$ cat config.mk
export PLATFORM = sky130hd
export DESIGN_NAME = encode_header
export DESIGN_NICKNAME = d
export VERILOG_FILES = /design/src/rtl/encode_header_pkg.sv /design/src/rtl/mp2_frame_length.sv /design/src/rtl/encode_header.sv
export SDC_FILE = /design/constraint.sdc
export NUM_CORES = 1
export LEC_CHECK = 0
export ABC_AREA = 1
export BUFFER_PORTS_ARGS = -buffer_cell sky130_fd_sc_hd__buf_4
export CAP_MARGIN = 20
export CORE_ASPECT_RATIO = 0.7
export CORE_UTILIZATION = 50
export DETAILED_ROUTE_END_ITERATION = 8
export PLACE_DENSITY = 0.75
export RECOVER_POWER = 100
export SLEW_MARGIN = 20
export SYNTH_ARGS = -nofsm -noshare
export SYNTH_HDL_FRONTEND = slang
export SYNTH_SLANG_ARGS = --single-unit
$ cat constraint.sdc
create_clock -name clock -period 6.1 [get_ports clock]
set_input_delay 1.22 -clock clock [delete_from_list [all_inputs] [get_ports clock]]
set_output_delay 1.22 -clock clock [all_outputs]
set_load 0.03 [all_outputs]
$ cat src/rtl/encode_header_pkg.sv
// Shared definitions for the MPEG-1 Layer II header encoder: state encodings,
// sample-rate codes and the bitrate / 44.1 kHz frame-length tables.
package encode_header_pkg;

    typedef enum logic [1:0] {
        ST_IDLE  = 2'd0,
        ST_CALC  = 2'd1,
        ST_WORD0 = 2'd2,
        ST_WORD1 = 2'd3
    } header_state_t;

    localparam logic [1:0] FS_44K      = 2'b00;
    localparam logic [1:0] FS_48K      = 2'b01;
    localparam logic [1:0] FS_32K      = 2'b10;
    localparam logic [1:0] FS_RESERVED = 2'b11;

    // The 44.1 kHz padding accumulator counts in units of 1/44100 byte.
    localparam logic [16:0] FS_441_UNITS = 17'd44100;

    // Layer II bitrate in kbps, indexed by the header bitrate field.
    localparam logic [8:0] KBPS_TABLE [16] = '{
        9'd0,   9'd32,  9'd48,  9'd56,  9'd64,  9'd80,  9'd96,  9'd112,
        9'd128, 9'd160, 9'd192, 9'd224, 9'd256, 9'd320, 9'd384, 9'd0
    };

    // floor(144000 * kbps / 44100) for each bitrate index.
    localparam logic [10:0] BASE_441_TABLE [16] = '{
        11'd0,   11'd104, 11'd156, 11'd182, 11'd208, 11'd261,  11'd313,  11'd365,
        11'd417, 11'd522, 11'd626, 11'd731, 11'd835, 11'd1044, 11'd1253, 11'd0
    };

    // (144000 * kbps) mod 44100 for each bitrate index.
    localparam logic [15:0] REM_441_TABLE [16] = '{
        16'd0,     16'd21600, 16'd32400, 16'd37800, 16'd43200, 16'd9900,  16'd20700, 16'd31500,
        16'd42300, 16'd19800, 16'd41400, 16'd18900, 16'd40500, 16'd39600, 16'd38700, 16'd0
    };

    // Free-format (0), forbidden (15) and reserved sample rate cannot be encoded.
    function automatic logic is_bad_request(input logic [3:0] bitrate_index,
                                            input logic [1:0] sample_freq);
        return (bitrate_index == 4'd0) || (bitrate_index == 4'd15) ||
               (sample_freq == FS_RESERVED);
    endfunction

endpackage

$ cat src/rtl/mp2_frame_length.sv
// Frame length and padding calculator. Everything updates only on a load
// strobe; the 44.1 kHz accumulator carries fractional bytes between frames.
module mp2_frame_length
    import encode_header_pkg::*;
(
    input  logic        clock,
    input  logic        reset,
    input  logic        load,
    input  logic [3:0]  bitrate_index,
    input  logic [1:0]  sample_freq,
    output logic [10:0] frame_bytes,
    output logic        padding
);

    logic [16:0] acc;
    logic [8:0]  kbps;
    logic [10:0] base_441;
    logic [16:0] sum_441;
    logic        wrap_441;
    logic [10:0] bytes_48k;
    logic [10:0] bytes_32k;

    // Table lookups and the candidate lengths for each sample rate; every legal
    // kbps value is even, so 9*kbps/2 is exactly 4*kbps + kbps/2.
    always_comb begin
        kbps      = KBPS_TABLE[bitrate_index];
        base_441  = BASE_441_TABLE[bitrate_index];
        sum_441   = acc + {1'b0, REM_441_TABLE[bitrate_index]};
        wrap_441  = (sum_441 >= FS_441_UNITS);
        bytes_48k = {2'b00, kbps} * 11'd3;
        bytes_32k = {kbps, 2'b00} + {3'b000, kbps[8:1]};
    end

    // Register the new length, padding and accumulator when a frame is accepted.
    always_ff @(posedge clock) begin
        if (reset) begin
            acc         <= '0;
            frame_bytes <= '0;
            padding     <= 1'b0;
        end else if (load) begin
            case (sample_freq)
                FS_48K: begin
                    frame_bytes <= bytes_48k;
                    padding     <= 1'b0;
                end
                FS_32K: begin
                    frame_bytes <= bytes_32k;
                    padding     <= 1'b0;
                end
                FS_44K: begin
                    if (wrap_441) begin
                        acc         <= sum_441 - FS_441_UNITS;
                        frame_bytes <= base_441 + 11'd1;
                        padding     <= 1'b1;
                    end else begin
                        acc         <= sum_441;
                        frame_bytes <= base_441;
                        padding     <= 1'b0;
                    end
                end
                default: begin
                    frame_bytes <= frame_bytes;
                    padding     <= padding;
                end
            endcase
        end
    end

endmodule

$ cat src/rtl/encode_header.sv
// MPEG-1 Layer II frame header encoder: latches the header fields on request,
// validates them, computes the frame length and emits two 16-bit header words.
module encode_header
    import encode_header_pkg::*;
(
    input  logic        clock,
    input  logic        reset,
    input  logic        Header_Start_I,
    output logic        Header_Done_O,
    input  logic [3:0]  Bitrate_Index_I,
    input  logic [1:0]  Sample_Freq_I,
    input  logic [1:0]  Mode_I,
    input  logic [1:0]  Mode_Ext_I,
    input  logic        Copyright_I,
    input  logic        Original_I,
    input  logic [1:0]  Emphasis_I,
    input  logic        Protect_I,
    output logic [15:0] Bitstream_Data_O,
    output logic        Bitstream_Valid_O,
    input  logic        Bitstream_Ready_I,
    output logic [10:0] Frame_Bytes_O,
    output logic        Padding_O,
    output logic        Format_Error_O
);

    header_state_t state_q;
    header_state_t state_d;

    logic [3:0] bitrate_index_q;
    logic [1:0] sample_freq_q;
    logic [1:0] mode_q;
    logic [1:0] mode_ext_q;
    logic       copyright_q;
    logic       original_q;
    logic [1:0] emphasis_q;
    logic       protect_q;

    logic       request_bad;
    logic       transfer;
    logic       length_load;

    assign request_bad = is_bad_request(bitrate_index_q, sample_freq_q);
    assign transfer    = Bitstream_Valid_O & Bitstream_Ready_I;

    // State register; reset wins over any pending start request.
    always_ff @(posedge clock) begin
        if (reset) begin
            state_q <= ST_IDLE;
        end else begin
            state_q <= state_d;
        end
    end

    // Capture the header fields only when a request is accepted in IDLE.
    always_ff @(posedge clock) begin
        if (reset) begin
            bitrate_index_q <= '0;
            sample_freq_q   <= '0;
            mode_q          <= '0;
            mode_ext_q      <= '0;
            copyright_q     <= 1'b0;
            original_q      <= 1'b0;
            emphasis_q      <= '0;
            protect_q       <= 1'b0;
        end else if ((state_q == ST_IDLE) && Header_Start_I) begin
            bitrate_index_q <= Bitrate_Index_I;
            sample_freq_q   <= Sample_Freq_I;
            mode_q          <= Mode_I;
            mode_ext_q      <= Mode_Ext_I;
            copyright_q     <= Copyright_I;
            original_q      <= Original_I;
            emphasis_q      <= Emphasis_I;
            protect_q       <= Protect_I;
        end
    end

    // Next-state logic: words advance only on a completed handshake.
    always_comb begin
        state_d = state_q;
        case (state_q)
            ST_IDLE:  if (Header_Start_I) state_d = ST_CALC;
            ST_CALC:  state_d = request_bad ? ST_IDLE : ST_WORD0;
            ST_WORD0: if (transfer) state_d = ST_WORD1;
            ST_WORD1: if (transfer) state_d = ST_IDLE;
            default:  state_d = ST_IDLE;
        endcase
    end

    // Output decode: the data word is a pure function of state and latched fields.
    always_comb begin
        Header_Done_O     = 1'b0;
        Bitstream_Valid_O = 1'b0;
        Bitstream_Data_O  = '0;
        Format_Error_O    = 1'b0;
        length_load       = 1'b0;
        case (state_q)
            ST_IDLE: begin
                Header_Done_O = 1'b1;
            end
            ST_CALC: begin
                Format_Error_O = request_bad;
                length_load    = ~request_bad;
            end
            ST_WORD0: begin
                Bitstream_Valid_O = 1'b1;
                Bitstream_Data_O  = {12'hFFF, 1'b1, 2'b10, ~protect_q};
            end
            ST_WORD1: begin
                Bitstream_Valid_O = 1'b1;
                Bitstream_Data_O  = {bitrate_index_q, sample_freq_q, Padding_O, 1'b0,
                                     mode_q, mode_ext_q, copyright_q, original_q,
                                     emphasis_q};
            end
            default: begin
                Header_Done_O = 1'b0;
            end
        endcase
    end

    mp2_frame_length u_frame_length (
        .clock         (clock),
        .reset         (reset),
        .load          (length_load),
        .bitrate_index (bitrate_index_q),
        .sample_freq   (sample_freq_q),
        .frame_bytes   (Frame_Bytes_O),
        .padding       (Padding_O)
    );

endmodule
# == Yosys cells after proc, flatten, opt, wreduce, memory -nomap -nowiden ==
# Memory sizes are Yosys's and may differ from the RTL's.
# Cells that the tools add are included.
# classes
n_mul,1
n_reduce_logical,14
magnitude_cmp,2
mux,21
add_sub_neg,4
bitwise_logic,4
n_eq_ne,10
# ops
operator,n
11-bit 2-to-1 mux,3
11-bit one-hot mux with 3 select lines,1
16-bit 2-to-1 mux,2
16-bit one-hot mux with 2 select lines,1
9-bit 2-to-1 mux,2
17-bit by 16-bit adder with 17-bit output,1
"17-bit by 16-bit greater-or-equal comparator with 1-bit output, second input constant",1
17-bit 2-to-1 mux,1
"17-bit by 16-bit subtractor with 17-bit output, second input constant",1
"11-bit by 1-bit adder with 11-bit output, second input constant",1
11-bit by 8-bit adder with 11-bit output,1
"9-bit by 2-bit multiplier with 11-bit output, second input constant",1
"2-bit == test, second input constant",4
2-bit 2-to-1 mux,4
2-bit one-hot mux with 4 select lines,1
"2-bit inequality test, second input constant",3
2-bit AND reduction,3
"5-bit greater-or-equal comparator, second input constant",1
1-bit 2-to-1 mux,5
4-bit inverter with 5-bit output,1
"2-bit by 1-bit == test with 1-bit output, second input constant",2
"4-bit == test, second input constant",1
2-bit zero test,2
4-bit zero test,1
other kinds (9),12
# word_totals
mem_count,3
rom_bits,576
wordCells,71
ff_bits,46
# mem_list
memory,words,word_bits,rd,rd_ports_with_merged_regs,write_ports,line,text
(name not given),16,16,1,0,0,mp2_frame_length.sv:28,"sum_441 = acc + {1'b0, REM_441_TABLE[bitrate_index]};"
(name not given),16,11,1,0,0,mp2_frame_length.sv:27,base_441 = BASE_441_TABLE[bitrate_index];
(name not given),16,9,1,0,0,mp2_frame_length.sv:26,kbps = KBPS_TABLE[bitrate_index];

# == Depth between registers and ports, before layout ==
# logic_depth
depth_word,8
mapped_depth,29

# == Hierarchy ==
# Synthesis repeated with hierarchy kept, for this count alone.
# hier_totals
hier_cells,735
hier_area_um2,4403.0
# by_module_without_submodules
mod,cells_each,seq_area_each_um2,instances,area_per_inst_um2
mp2_frame_length,610,540.5,1,3579.7
encode_header,125,340.3,1,823.3

# == Worst setup path after synthesis ==
# No wires, ideal clock.
# synth_path
kind,register to register
from,register bitrate_index_q[0]
to,register u_frame_length.frame_bytes[3]
path_buffers,2
path_stages_with_launch,25
setup_ns,0.135
arrival_ns,3.264
path_slack_ns,2.701
cell_sequence,dfxtp_1 > inv_1 > ha_1 > nor2_1 > nand2_1 > o21ai_0 > nand2_1 > nand2_1 > inv_1 > ha_1 > fa_1 > nand3_1 > nand3_2 > xor2_2 > nand2_2 > nand3_2 > nand3_1 > nand2_2 > nand3_4 > nand2_4 > buf_8 > buf_12 > nand2_2 > nand3_2 > a21oi_2
# synth_between
elab_chain_cells,8
word_cells_on_any_way,24
cone_classes,add/sub (3); mul (1); order compare (1); eq/ne (1); mux (9); bitwise (2); reduce/logical (4); memory (3)
# synth_lines
element,line,text
from (decl),encode_header.sv:29,logic [3:0] bitrate_index_q;
from (signal assigned),encode_header.sv:66,bitrate_index_q <= Bitrate_Index_I;
4-bit inverter with 5-bit output (implied by the code),"mp2_frame_length.sv:26, mp2_frame_length.sv:27, mp2_frame_length.sv:28",
memory 16 x 16 bit,n/a,
16-bit 2-to-1 mux (implied by the code) (2 in a row),mp2_frame_length.sv:28,
17-bit by 16-bit adder with 17-bit output,mp2_frame_length.sv:28,
17-bit by 16-bit greater-or-equal comparator with 1-bit output,mp2_frame_length.sv:29,wrap_441 = (sum_441 >= FS_441_UNITS);
11-bit 2-to-1 mux,mp2_frame_length.sv:51,if (wrap_441) begin
11-bit one-hot mux with 3 select lines,mp2_frame_length.sv:41,case (sample_freq)
to (signal assigned),mp2_frame_length.sv:43,frame_bytes <= bytes_48k;
to (signal assigned),mp2_frame_length.sv:47,frame_bytes <= bytes_32k;
to (signal assigned),mp2_frame_length.sv:53,frame_bytes <= base_441 + 11'd1;
to (decl),mp2_frame_length.sv:11,"output logic [10:0] frame_bytes,"
# Parallel ways exist; a longest one is shown, timed or not. The select of a mux whose other input is x is not followed.
# A chain may end at the register's enable or synchronous reset.

# == Worst setup path in the final report ==
# layout_path
from,register bitrate_index_q[2]
to,register u_frame_length.acc[13]
# layout_between
elab_chain_cells,7
word_cells_on_any_way,15
cone_classes,add/sub (2); order compare (1); eq/ne (1); mux (4); bitwise (2); reduce/logical (4); memory (1)
# layout_lines
element,line,text
4-bit inverter with 5-bit output (implied by the code),mp2_frame_length.sv:28,
memory 16 x 16 bit,n/a,
16-bit 2-to-1 mux (implied by the code) (2 in a row),mp2_frame_length.sv:28,
17-bit by 16-bit adder with 17-bit output,mp2_frame_length.sv:28,
17-bit by 16-bit subtractor with 17-bit output or 17-bit by 16-bit greater-or-equal comparator with 1-bit output (tied branches),"mp2_frame_length.sv:52, mp2_frame_length.sv:29",
17-bit 2-to-1 mux,mp2_frame_length.sv:51,
to (signal assigned),mp2_frame_length.sv:52,acc <= sum_441 - FS_441_UNITS;
to (signal assigned),mp2_frame_length.sv:56,acc <= sum_441;
to (decl),mp2_frame_length.sv:15,logic [16:0] acc;
# Parallel ways exist; a longest one is shown, timed or not. The select of a mux whose other input is x is not followed.

==> flow_metrics.py <==
metrics = {
    "sta": {
        "min_period_over_period": 0.801,
        "finalSetupViolCount": 0,
        "worst_pin_slew_ns": 1.43,
        "slew_headroom": 0.0466,
        "hold_viol": 0,
        "rsz0062_at_grt": "false",
        "skew_ns": 0.00473,
        "report.final.slew_viol_count": 0,
        "setup_tns_ns": 0,
        "fin_ws_ns": 1.21,
        "fin_hold_ws_ns": 0.466,
        "max_freq_mhz": 205,
        "finalCriticalPeriod_ns": 4.89,
    },
    "run": {
        "cap_violations": 0,
    },
    "run_status": {
        "status": "finished, final reports clean",
    },
    "setup_path": {
        "crit_type": "reg -> reg",
        "critPathMaxFanout": 29,
        "critPathRequiredTime_ns": 6.29,
        "start_kind": "flip-flop",
        "cpPeakStageDelay_ns": 0.70,
        "slowest_stage": "dfxtp_1",
        "cp.arrival_ns": 5.08,
        "cp_cell_sequence": "inv_1 -> nor2_1 -> inv_1 -> a31oi_1 -> inv_1 -> ha_1 -> inv_1 -> nor3_1 -> nand3_1 -> nand2_1 -> nand2_1 -> nand2_1 -> nand2_1 -> nor2_4 -> nand3_1 -> nand2_4 -> inv_1 -> nand2_1 -> nand3_1 -> nand2_1 -> inv_1",
        "r2r_setup_slack_ns": 1.21,
        "endpoint_kind": "flip-flop",
        "reg2reg_depth": 21,
    },
    "yosys": {
        "synth.most_common_cell": "nand2_1",
        "synth_common_cells": "185 x nand2_1, 103 x inv_1, 84 x nor2_1, 63 x nand3_1, 46 x o21ai_0",
        "syn-cell-area_um2": 4430,
        "syn_nets": 789,
        "ys_seq_area_frac": 0.199,
        "synth_top_flop_cell": "dfxtp_1",
        "synth_cell_type_count": 42,
        "synth_area_leaders": "dfxtp_1 20%, nand2_1 16%, ha_1 9.6%, inv_1 8.7%, nand3_1 7.1%",
        "syn_inst": 733,
        "yosys_warnings": 0,
        "async_reset_ff_frac": 0,
        "synth_area_per_cell_um2": 6.04,
        "synth_seq_cells": 44,
        "yosysTopAreaCellShare": 0.199,
        "synth_edf_count": 0,
        "yosys.area.top_type": "dfxtp_1",
    },
    "clock_network": {
        "clk_latency_ns": 0.29,
        "cts_buffers": 5,
        "cts_tree": "done",
        "clkSlewWorstSetupHoldPaths_ns": 0.06,
        "cts_hold_buf": 0,
        "cts_resized": 0,
        "h-tree-depth": 2,
        "cts_sinks": 44,
        "clock_path_buffers": 2,
        "post_cts_buffers": 0,
        "cts-root-buf": "clkbuf_16",
    },
    "power_and_ir_drop": {
        "pwr-share-clk": 0.172,
        "intPower_uw": 859,
        "p_comb_frac": 0.623,
        "swShare": 0.533,
        "powerDensity_nw_per_um2": 379,
        "irDropWorstVdd_mv": 0.214,
        "p_switching_uw": 981,
        "p_leak_nw": 2.50,
        "pwr-share-seq": 0.206,
    },
    "min_path": {
        "holdPathStages": 2,
        "hold_class": "reg -> reg",
    },
    "floorplan": {
        "die_area_um2": 9240,
        "ios": 50,
        "coreArea_um2": 8510,
        "rows": 28,
        "fp.dieH_um": 80.7,
        "initial_core_util": 0.520,
        "die_w_um": 114,
    },
    "grt": {
        "antenna_found_initial": 0,
        "grt_max_degree": 30,
        "grt_pass1_wl_um": 20500,
        "grt_overflow": 0,
        "grt_use_total": 0.285,
        "grt_pass1_vias": 4134,
    },
    "final_layout": {
        "area_growth_pct": 9.61,
        "drive_above_1_share": 0.102,
        "diodes": 0,
        "layout.cells.non_filler": 888,
        "fin_nets": 823,
    },
    "placement": {
        "io_buffers": 49,
        "routabilityCongestion": 0.922,
        "hpwlAfterDp_um": 10000,
        "dp.cells": 880,
        "pre_cts_ws_ns": 1.85,
    },
    "drt": {
        "routed_wl_um": 12900,
        "drt_iter0_drc": 586,
        "drc": 0,
        "wl_per_cell_um": 14.6,
        "via_per_inst": 5.45,
        "vias": 4836,
        "drt_first_pass_iters": 6,
        "drtAntennaViolNets": 0,
    },
}
==> layout by cell type (no fill, tap or decap), types with 2 or more instances in the layout <==
| master | Yosys | final |
|---|---|---|
| nand2_1 | 185 | 188 |
| inv_1 | 103 | 104 |
| nor2_1 | 84 | 85 |
| nand3_1 | 63 | 65 |
| o21ai_0 | 46 | 46 |
| dfxtp_1 | 44 | 44 |
| a21oi_1 | 41 | 41 |
| ha_1 | 34 | 34 |
| clkbuf_1 | 16 | 32 |
| buf_4 | 1 | 19 |
| nand2_2 | 18 | 15 |
| nand3_2 | 11 | 10 |
| a31oi_1 | 8 | 8 |
| nor3_1 | 7 | 7 |
| xor2_1 | 7 | 7 |
| a21oi_2 | 7 | 7 |
| nor2_2 | 6 | 5 |
| inv_2 | 6 | 5 |
| nand4_1 | 5 | 5 |
| clkbuf_16 | 0 | 5 |
| o22ai_1 | 3 | 3 |
| clkinv_1 | 3 | 3 |
| or2_2 | 3 | 3 |
| a22oi_1 | 3 | 3 |
| fa_1 | 3 | 3 |
| nand3b_1 | 2 | 2 |
| nand2_4 | 2 | 2 |
| a41oi_1 | 2 | 2 |
| xnor2_1 | 2 | 2 |
==> state kept, by name (all words and copies together), names as in the netlist, named ones only <==
| signal | cells |
|---|---|
| protect_q | 1 |
| bitrate_index_q | 4 |
| u_frame_length.acc | 15 |
| sample_freq_q | 2 |
| mode_q | 2 |
| state_q | 1 |
| original_q | 1 |
| mode_ext_q | 2 |
| emphasis_q | 2 |
| u_frame_length.frame_bytes | 11 |
| u_frame_length.padding | 1 |
| copyright_q | 1 |
==> path summary, 6_finish.rpt <==
| path | from | to |
|---|---|---|
| setup reg to reg | bitrate_index_q[2]$_SDFFE_PP0P_ | u_frame_length.acc[13]$_SDFFE_PP0P_ |
| hold reg to reg | u_frame_length.frame_bytes[1]$_SDFFE_PP0P_ | u_frame_length.frame_bytes[1]$_SDFFE_PP0P_ |
| setup / recovery | bitrate_index_q[2]$_SDFFE_PP0P_ | u_frame_length.acc[13]$_SDFFE_PP0P_ |
| hold / removal | u_frame_length.frame_bytes[1]$_SDFFE_PP0P_ | u_frame_length.frame_bytes[1]$_SDFFE_PP0P_ |
==> power groups by stage <==
stage | Sequential [mW] | Clock [mW] | Combinational (mW)
6_report | 0.379 | 0.316 | 1.15
5_1_grt | 0.384 | 0.329 | 1.27
4_1_cts | 0.377 | 0.317 | 1.17
3_5_place_dp | 0.383 | 0 | 1.16
3_3_place_gp | 0.381 | 0 | 1.15
2_1_floorplan | 0.382 | 0 | 0.916
==> logic make-up (layout without fill, tap and decap cells) <==
kind of cell / count (synthesis) / after routing / synth area share
muxes: 1 / 1 / 0.00226
buffers and inverters: 136 / 171 / 0.124
AOI/OAI and AO/OA: 116 / 116 / 0.149
and+or+nand+nor: 389 / 389 / 0.395
xor gates and xnor gates: 10 / 10 / 0.0215
adders and majority gates: 37 / 37 / 0.110
DFF: 44 / 44 / 0.199
==> critical path, delay by kind of cell, from the launching register on <==
family / cells / cell delay [ns]
AOI/OAI and AO/OA: 1 / 0.31
adders and majority gates: 1 / 0.38
buffers and inverters: 6 / 0.90
DFF: 1 / 0.70
and+or+nand+nor: 13 / 2.49
==> area by class of cell <==
| cell class | count | area, um^2 |
|---|---|---|
| fillers | 912 | 3660 |
| multi-input cells | 553 | 2970 |
| flip-flops and latches | 44 | 881 |
| inverters | 112 | 420 |
| repair buffers | 51 | 263 |
| well taps | 120 | 150 |
| clock buffers | 5 | 125 |
| clock inverters | 3 | 42.5 |
==> per-stage QoR <==
step	instance area [um^2]	power, mW	utilization
finish	4850	1.84	0.570
global route	4850	1.99	0.570
CTS	5000	1.86	0.587
detailed placement	4830	1.54	0.568
global placement	4830	1.53	0.568
floorplan	4430	1.30	-
==> metal layers <==
layer,GRT usage,vias up,wire length [um]
met4,0.0506,0,142
met3,0.0543,14,1010
met2,0.408,196,5130
met5,0.0222,-,0
met1,0.434,2207,6670
li1,-,2419,-
Power figures use the tool's default switching activity.
